==> config.mk <==
export PLATFORM = sky130hd
export DESIGN_NAME = uart_rx_framed
export DESIGN_NICKNAME = d
export VERILOG_FILES = /design/src/rtl/uart_rx_framed.sv
export SDC_FILE = /design/constraint.sdc
export NUM_CORES = 1
export LEC_CHECK = 0
export CAP_MARGIN = 10
export CORE_MARGIN = 3
export CORE_UTILIZATION = 50
export DETAILED_ROUTE_END_ITERATION = 10
export PLACE_DENSITY = 0.78
export SETUP_SLACK_MARGIN = 0.05
export SYNTH_ARGS = -nofsm -noshare
export SYNTH_HDL_FRONTEND = slang
export SYNTH_SLANG_ARGS = --single-unit
==> constraint.sdc <==
create_clock -name Clk -period 2.52 [get_ports Clk]
set_input_delay 0.252 -clock Clk [delete_from_list [all_inputs] [get_ports Clk]]
set_output_delay 0.252 -clock Clk [all_outputs]
set_load 0.05 [all_outputs]
==> src/rtl/uart_rx_framed.sv <==
// uart_rx_framed: 8N1 UART receiver, LSB first, with a one-deep holding
// register (valid/ready), start-glitch rejection, framing error detection
// and a sticky overrun flag.
// Optional feature macro: UART_RX_PARITY_EN adds a parity bit (8E1/8O1)
// selected by PARITY_ODD; without it Parity_Err is tied low.
module uart_rx_framed #(
  parameter int unsigned CLKS_PER_BIT = 2000000,
  parameter bit          PARITY_ODD   = 1'b0
) (
  input  logic       Clk,
  input  logic       Rst,
  input  logic       Rx_Serial,
  output logic [7:0] Rx_Byte,
  output logic       Rx_Valid,
  input  logic       Rx_Ready,
  output logic       Rx_Busy,
  output logic       Frame_Err,
  output logic       Parity_Err,
  output logic       Overrun,
  input  logic       Overrun_Clr
);

  localparam int unsigned CNT_W = (CLKS_PER_BIT > 1) ? $clog2(CLKS_PER_BIT) : 1;
  localparam logic [CNT_W-1:0] CNT_MID  = CNT_W'((CLKS_PER_BIT - 1) / 2);
  localparam logic [CNT_W-1:0] CNT_LAST = CNT_W'(CLKS_PER_BIT - 1);

  typedef enum logic [2:0] {
    S_IDLE,
    S_START,
    S_DATA,
`ifdef UART_RX_PARITY_EN
    S_PARITY,
`endif
    S_STOP,
    S_WAIT_IDLE
  } state_t;

  logic [1:0]       sync_q;
  logic             rxs;
  state_t           state_q, state_d;
  logic [CNT_W-1:0] clk_cnt_q, clk_cnt_d;
  logic [2:0]       bit_idx_q, bit_idx_d;
  logic [7:0]       shift_q, shift_d;
`ifdef UART_RX_PARITY_EN
  logic             par_bad_q, par_bad_d;
`endif
  logic             cnt_last_c;
  logic             deliver_c;
  logic             frame_err_c;
  logic             parity_err_c;
  logic             pop_c;

  assign rxs        = sync_q[1];
  assign cnt_last_c = (clk_cnt_q == CNT_LAST);
  assign pop_c      = Rx_Valid & Rx_Ready;

  // State register, synchroniser and receive datapath
  always_ff @(posedge Clk) begin
    if (Rst) begin
      sync_q    <= 2'b11;
      state_q   <= S_IDLE;
      clk_cnt_q <= '0;
      bit_idx_q <= '0;
      shift_q   <= '0;
`ifdef UART_RX_PARITY_EN
      par_bad_q <= 1'b0;
`endif
    end else begin
      sync_q    <= {sync_q[0], Rx_Serial};
      state_q   <= state_d;
      clk_cnt_q <= clk_cnt_d;
      bit_idx_q <= bit_idx_d;
      shift_q   <= shift_d;
`ifdef UART_RX_PARITY_EN
      par_bad_q <= par_bad_d;
`endif
    end
  end

  // Next-state logic: bit timing, sampling and frame verdict
  always_comb begin
    state_d      = state_q;
    clk_cnt_d    = clk_cnt_q + CNT_W'(1);
    bit_idx_d    = bit_idx_q;
    shift_d      = shift_q;
`ifdef UART_RX_PARITY_EN
    par_bad_d    = par_bad_q;
`endif
    deliver_c    = 1'b0;
    frame_err_c  = 1'b0;
    parity_err_c = 1'b0;

    case (state_q)
      S_IDLE: begin
        clk_cnt_d = '0;
        if (!rxs) state_d = S_START;
      end

      S_START: begin
        if (clk_cnt_q == CNT_MID) begin
          clk_cnt_d = '0;
          bit_idx_d = '0;
`ifdef UART_RX_PARITY_EN
          par_bad_d = 1'b0;
`endif
          // A start bit that is high again at mid-bit was only a glitch
          state_d   = rxs ? S_IDLE : S_DATA;
        end
      end

      S_DATA: begin
        if (cnt_last_c) begin
          clk_cnt_d = '0;
          shift_d   = {rxs, shift_q[7:1]};
          bit_idx_d = bit_idx_q + 3'd1;
          if (bit_idx_q == 3'd7) begin
`ifdef UART_RX_PARITY_EN
            state_d = S_PARITY;
`else
            state_d = S_STOP;
`endif
          end
        end
      end

`ifdef UART_RX_PARITY_EN
      S_PARITY: begin
        if (cnt_last_c) begin
          clk_cnt_d = '0;
          par_bad_d = rxs != ((^shift_q) ^ PARITY_ODD);
          state_d   = S_STOP;
        end
      end
`endif

      S_STOP: begin
        if (cnt_last_c) begin
          clk_cnt_d = '0;
`ifdef UART_RX_PARITY_EN
          parity_err_c = par_bad_q;
          deliver_c    = rxs & ~par_bad_q;
`else
          deliver_c    = rxs;
`endif
          if (rxs) begin
            state_d = S_IDLE;
          end else begin
            frame_err_c = 1'b1;
            state_d     = S_WAIT_IDLE;
          end
        end
      end

      // Hold off until the line goes high so a break is not seen as frames
      S_WAIT_IDLE: begin
        clk_cnt_d = '0;
        if (rxs) state_d = S_IDLE;
      end

      default: begin
        clk_cnt_d = '0;
        state_d   = S_IDLE;
      end
    endcase
  end

  // Holding register, handshake, status flags
  always_ff @(posedge Clk) begin
    if (Rst) begin
      Rx_Byte    <= '0;
      Rx_Valid   <= 1'b0;
      Rx_Busy    <= 1'b0;
      Frame_Err  <= 1'b0;
      Parity_Err <= 1'b0;
      Overrun    <= 1'b0;
    end else begin
      Rx_Busy    <= (state_d != S_IDLE);
      Frame_Err  <= frame_err_c;
      Parity_Err <= parity_err_c;

      if (deliver_c && (!Rx_Valid || pop_c)) begin
        Rx_Byte  <= shift_q;
        Rx_Valid <= 1'b1;
      end else if (pop_c) begin
        Rx_Valid <= 1'b0;
      end

      if (Overrun_Clr) begin
        Overrun <= 1'b0;
      end else if (deliver_c && Rx_Valid && !pop_c) begin
        Overrun <= 1'b1;
      end
    end
  end

endmodule

==> impl_metrics.env <==
export IMPL_n_antenna_cell=0
export IMPL_antenna_found_initial=0
export IMPL_ir_worst_vdd_mv=0.223
export IMPL_ys_warn_count=0
export IMPL_clockBufferDepth=2
export IMPL_cts_hold_buf=0
export IMPL_synth_seq_area_share=0.459
export IMPL_grt_pass1_wl_um=6860
export IMPL_fin_total_pwr_mw=1.30
export IMPL_h_tree_depth=2
export IMPL_wl_per_cell_um=12.7
export IMPL_synth_cells=232
export IMPL_route_met3_wl_um=159
export IMPL_synth_area_per_cell_um2=9.22
export IMPL_wl_um=3860
export IMPL_critPathTopFamily="simple AND/OR/NAND/NOR gates"
export IMPL_min_period_over_period=0.899
export IMPL_synthArstFlopShare=0
export IMPL_max_slew_margin=0.666
export IMPL_finalInstanceArea_um2=2440
export IMPL_initial_core_util=0.527
export IMPL_cp_arrival_ps=2470
export IMPL_synth_ff_type="dfxtp_1"
export IMPL_die_y_um=71.4
export IMPL_synthToLayoutAreaGrowth_pct=14.1
export IMPL_cp_max_fo=8
export IMPL_synth_nets=240
export IMPL_first_iter_violations=111
export IMPL_finClkSkew_ps=7.90
export IMPL_core_area_um2=4060
export IMPL_worst_slew_pin_transition_ps=499
export IMPL_ys_ff_latch=49
export IMPL_critical_path_class="register to register"
export IMPL_worstHoldEndpoint="sync_q[1]"
export IMPL_wl_met2_um=1810
export IMPL_vias=1617
export IMPL_cts_sinks=49
export IMPL_fill_cells=362
export IMPL_place_area_um2=2350
export IMPL_grt_total_usage=0.166
export IMPL_highest_layer="met4"
export IMPL_yosys_area_top_type="dfxtp_1"
export IMPL_reg2regPathDepth=6
export IMPL_ys_types=44
export IMPL_multiInputGateArea_um2=1090
export IMPL_finalSetupViolations=0
export IMPL_period_minus_slack_ps=2270
export IMPL_yosys_area_top_type_share=0.459
export IMPL_yosys_top_cells_area="dfxtp_1 46%, nor2_1 8.4%, mux2i_1 7.5%"
export IMPL_drcViolationCount=0
export IMPL_hpwl_um=2810
export IMPL_drive_above_1_share=0.0870
export IMPL_final_common_cell="dfxtp_1"
export IMPL_cp_startpoint="clk_cnt_q[12]"
export IMPL_r2r_start="clk_cnt_q[12]"
export IMPL_timing_fmax_mhz=441
export IMPL_worstHoldPathCells=1
export IMPL_cts_buffers=5
export IMPL_drt_vias_per_instance=5.34
export IMPL_grt_pass1_vias=1570
export IMPL_rsz0062_at_grt="false"
export IMPL_synth_edf_count=0
export IMPL_crit_buf_inv=1
export IMPL_powerDensity_nw_per_um2=532
export IMPL_p_leak_nw=0.850
export IMPL_post_cts_resized=0
export IMPL_drv_cap=0
export IMPL_cp_common_cell="or4_4"
export IMPL_dr_pass1_iters=4
export IMPL_clk_latency_ps=310
export IMPL_min_delay_start="sync_q[0]"
export IMPL_endpoint_kind="register"
export IMPL_cpMaxStageDelayCell="or4_4"
export IMPL_root_buffer="clkbuf_8"
export IMPL_cp_required_ps=2720
export IMPL_hold_class="register to register"
export IMPL_nets=260
export IMPL_ant_nets=0
export IMPL_setup_tns_ps=0
export IMPL_critPathLaunchType="register"
export IMPL_drv_slew=0
export IMPL_clk_pin_slew_ps=100
export IMPL_ios=18
export IMPL_timing_rr_end="Rx_Byte[6]"
export IMPL_status="complete, no violations"
export IMPL_hold_viol=0
export IMPL_cts_setup_buffers=0
export IMPL_gp_congestion=0.797
export IMPL_r2r_setup_slack_ps=250
export IMPL_wl_met1_um=1830
export IMPL_grt_max_degree=22
export IMPL_critPathMaxStageDelay_ps=550
export IMPL_port_buffers=16
export IMPL_die_area_um2=5100
export IMPL_crit_chain="or4_4 -> or4_4 -> nor4_4 -> buf_4 -> mux2i_1 -> nor2_1"
export IMPL_cts_tree="yes"
export IMPL_grt_overflow=0
export IMPL_row_count=23
export IMPL_seq_area_um2=981
export IMPL_netlist_area_um2=2140
export IMPL_dieWidth_um=71.4
export IMPL_final_cell_mix="49 x dfxtp_1, 48 x nor2_1, 16 x mux2i_1, 16 x clkdlybuf4s50_1, 12 x xnor2_1"
==> layer usage <==
| metal | vias to the layer above | track usage |
|---|---|---|
| met1 | 750 | 0.206 |
| met5 | - | 0 |
| met3 | 7 | 0.0379 |
| met4 | 0 | 0.0626 |
| met2 | 24 | 0.279 |
| li1 | 836 | - |
==> state kept, by name, summed over array words and instances, names as in the netlist <==
name	cells
Overrun	1
clk_cnt_q	21
bit_idx_q	3
Rx_Valid	1
state_q	3
Rx_Byte	8
Rx_Busy	1
shift_q	8
Frame_Err	1
sync_q	2
==> Yosys cell counts (3+ instances only) <==
cell type / instances
inv_1: 4
nand4_1: 9
ha_1: 3
or2_2: 4
a21oi_1: 6
dfxtp_1: 49
xor2_1: 7
mux2i_1: 16
nor4_1: 3
and4_1: 4
nor3_1: 8
xnor2_1: 12
nor2_1: 48
nand2_1: 11
nand3_1: 11
==> per-stage QoR <==
stage	hold slack (ps)	utilization	instances	worst slack, ps
floorplan	329	-	232	230
global placement	410	0.578	295	339
detailed placement	412	0.578	295	254
CTS	443	0.601	303	252
global route	472	0.601	303	141
finish	440	0.601	303	254
==> final cells by class <==
class	instances	area share
well taps	50	0.0256
flip-flops and latches	49	0.402
clock inverters	3	0.0103
inverters	4	0.00615
multi-input cells	171	0.447
repair buffers	21	0.0810
clock buffers	5	0.0282
==> cells by family (layout without fill, tap and decap cells) <==
logic type	Yosys count	count (layout)	synth area share
DFF	49	49	0.459
other	1	1	0.00175
xor gates and xnor gates	19	19	0.0778
and+or+nand+nor	118	118	0.294
muxes	16	16	0.0749
buffers and inverters	12	33	0.0316
AOI/OAI and AO/OA	14	14	0.0439
adders and majority gates	3	3	0.0176
==> worst register-to-register path: cells and delay by family (launching register included) <==
kind | cells | cell delay [ps]
buffers and inverters | 1 | 230
DFF | 1 | 350
and+or+nand+nor | 4 | 1350
muxes | 1 | 240
==> how the worst max path moves through the flow <==
| stage | to | cells after the start |
|---|---|---|
| detailed placement | Rx_Byte[6] | 6 |
| floorplan | Rx_Byte[0] | 5 |
| CTS | Rx_Byte[6] | 6 |
| global placement | Rx_Byte[0] | 6 |
| finish | Rx_Byte[6] | 6 |
| global route | Rx_Byte[6] | 6 |
==> report_power, final <==
part           switching, mW  total, mW  internal (mW)  leakage, nW
sequential           0.00418      0.782          0.778        0.395
clock                  0.276      0.479          0.202       0.0452
combinational         0.0225     0.0369         0.0144        0.409
Note: power is estimated with default switching activity, not from simulation.
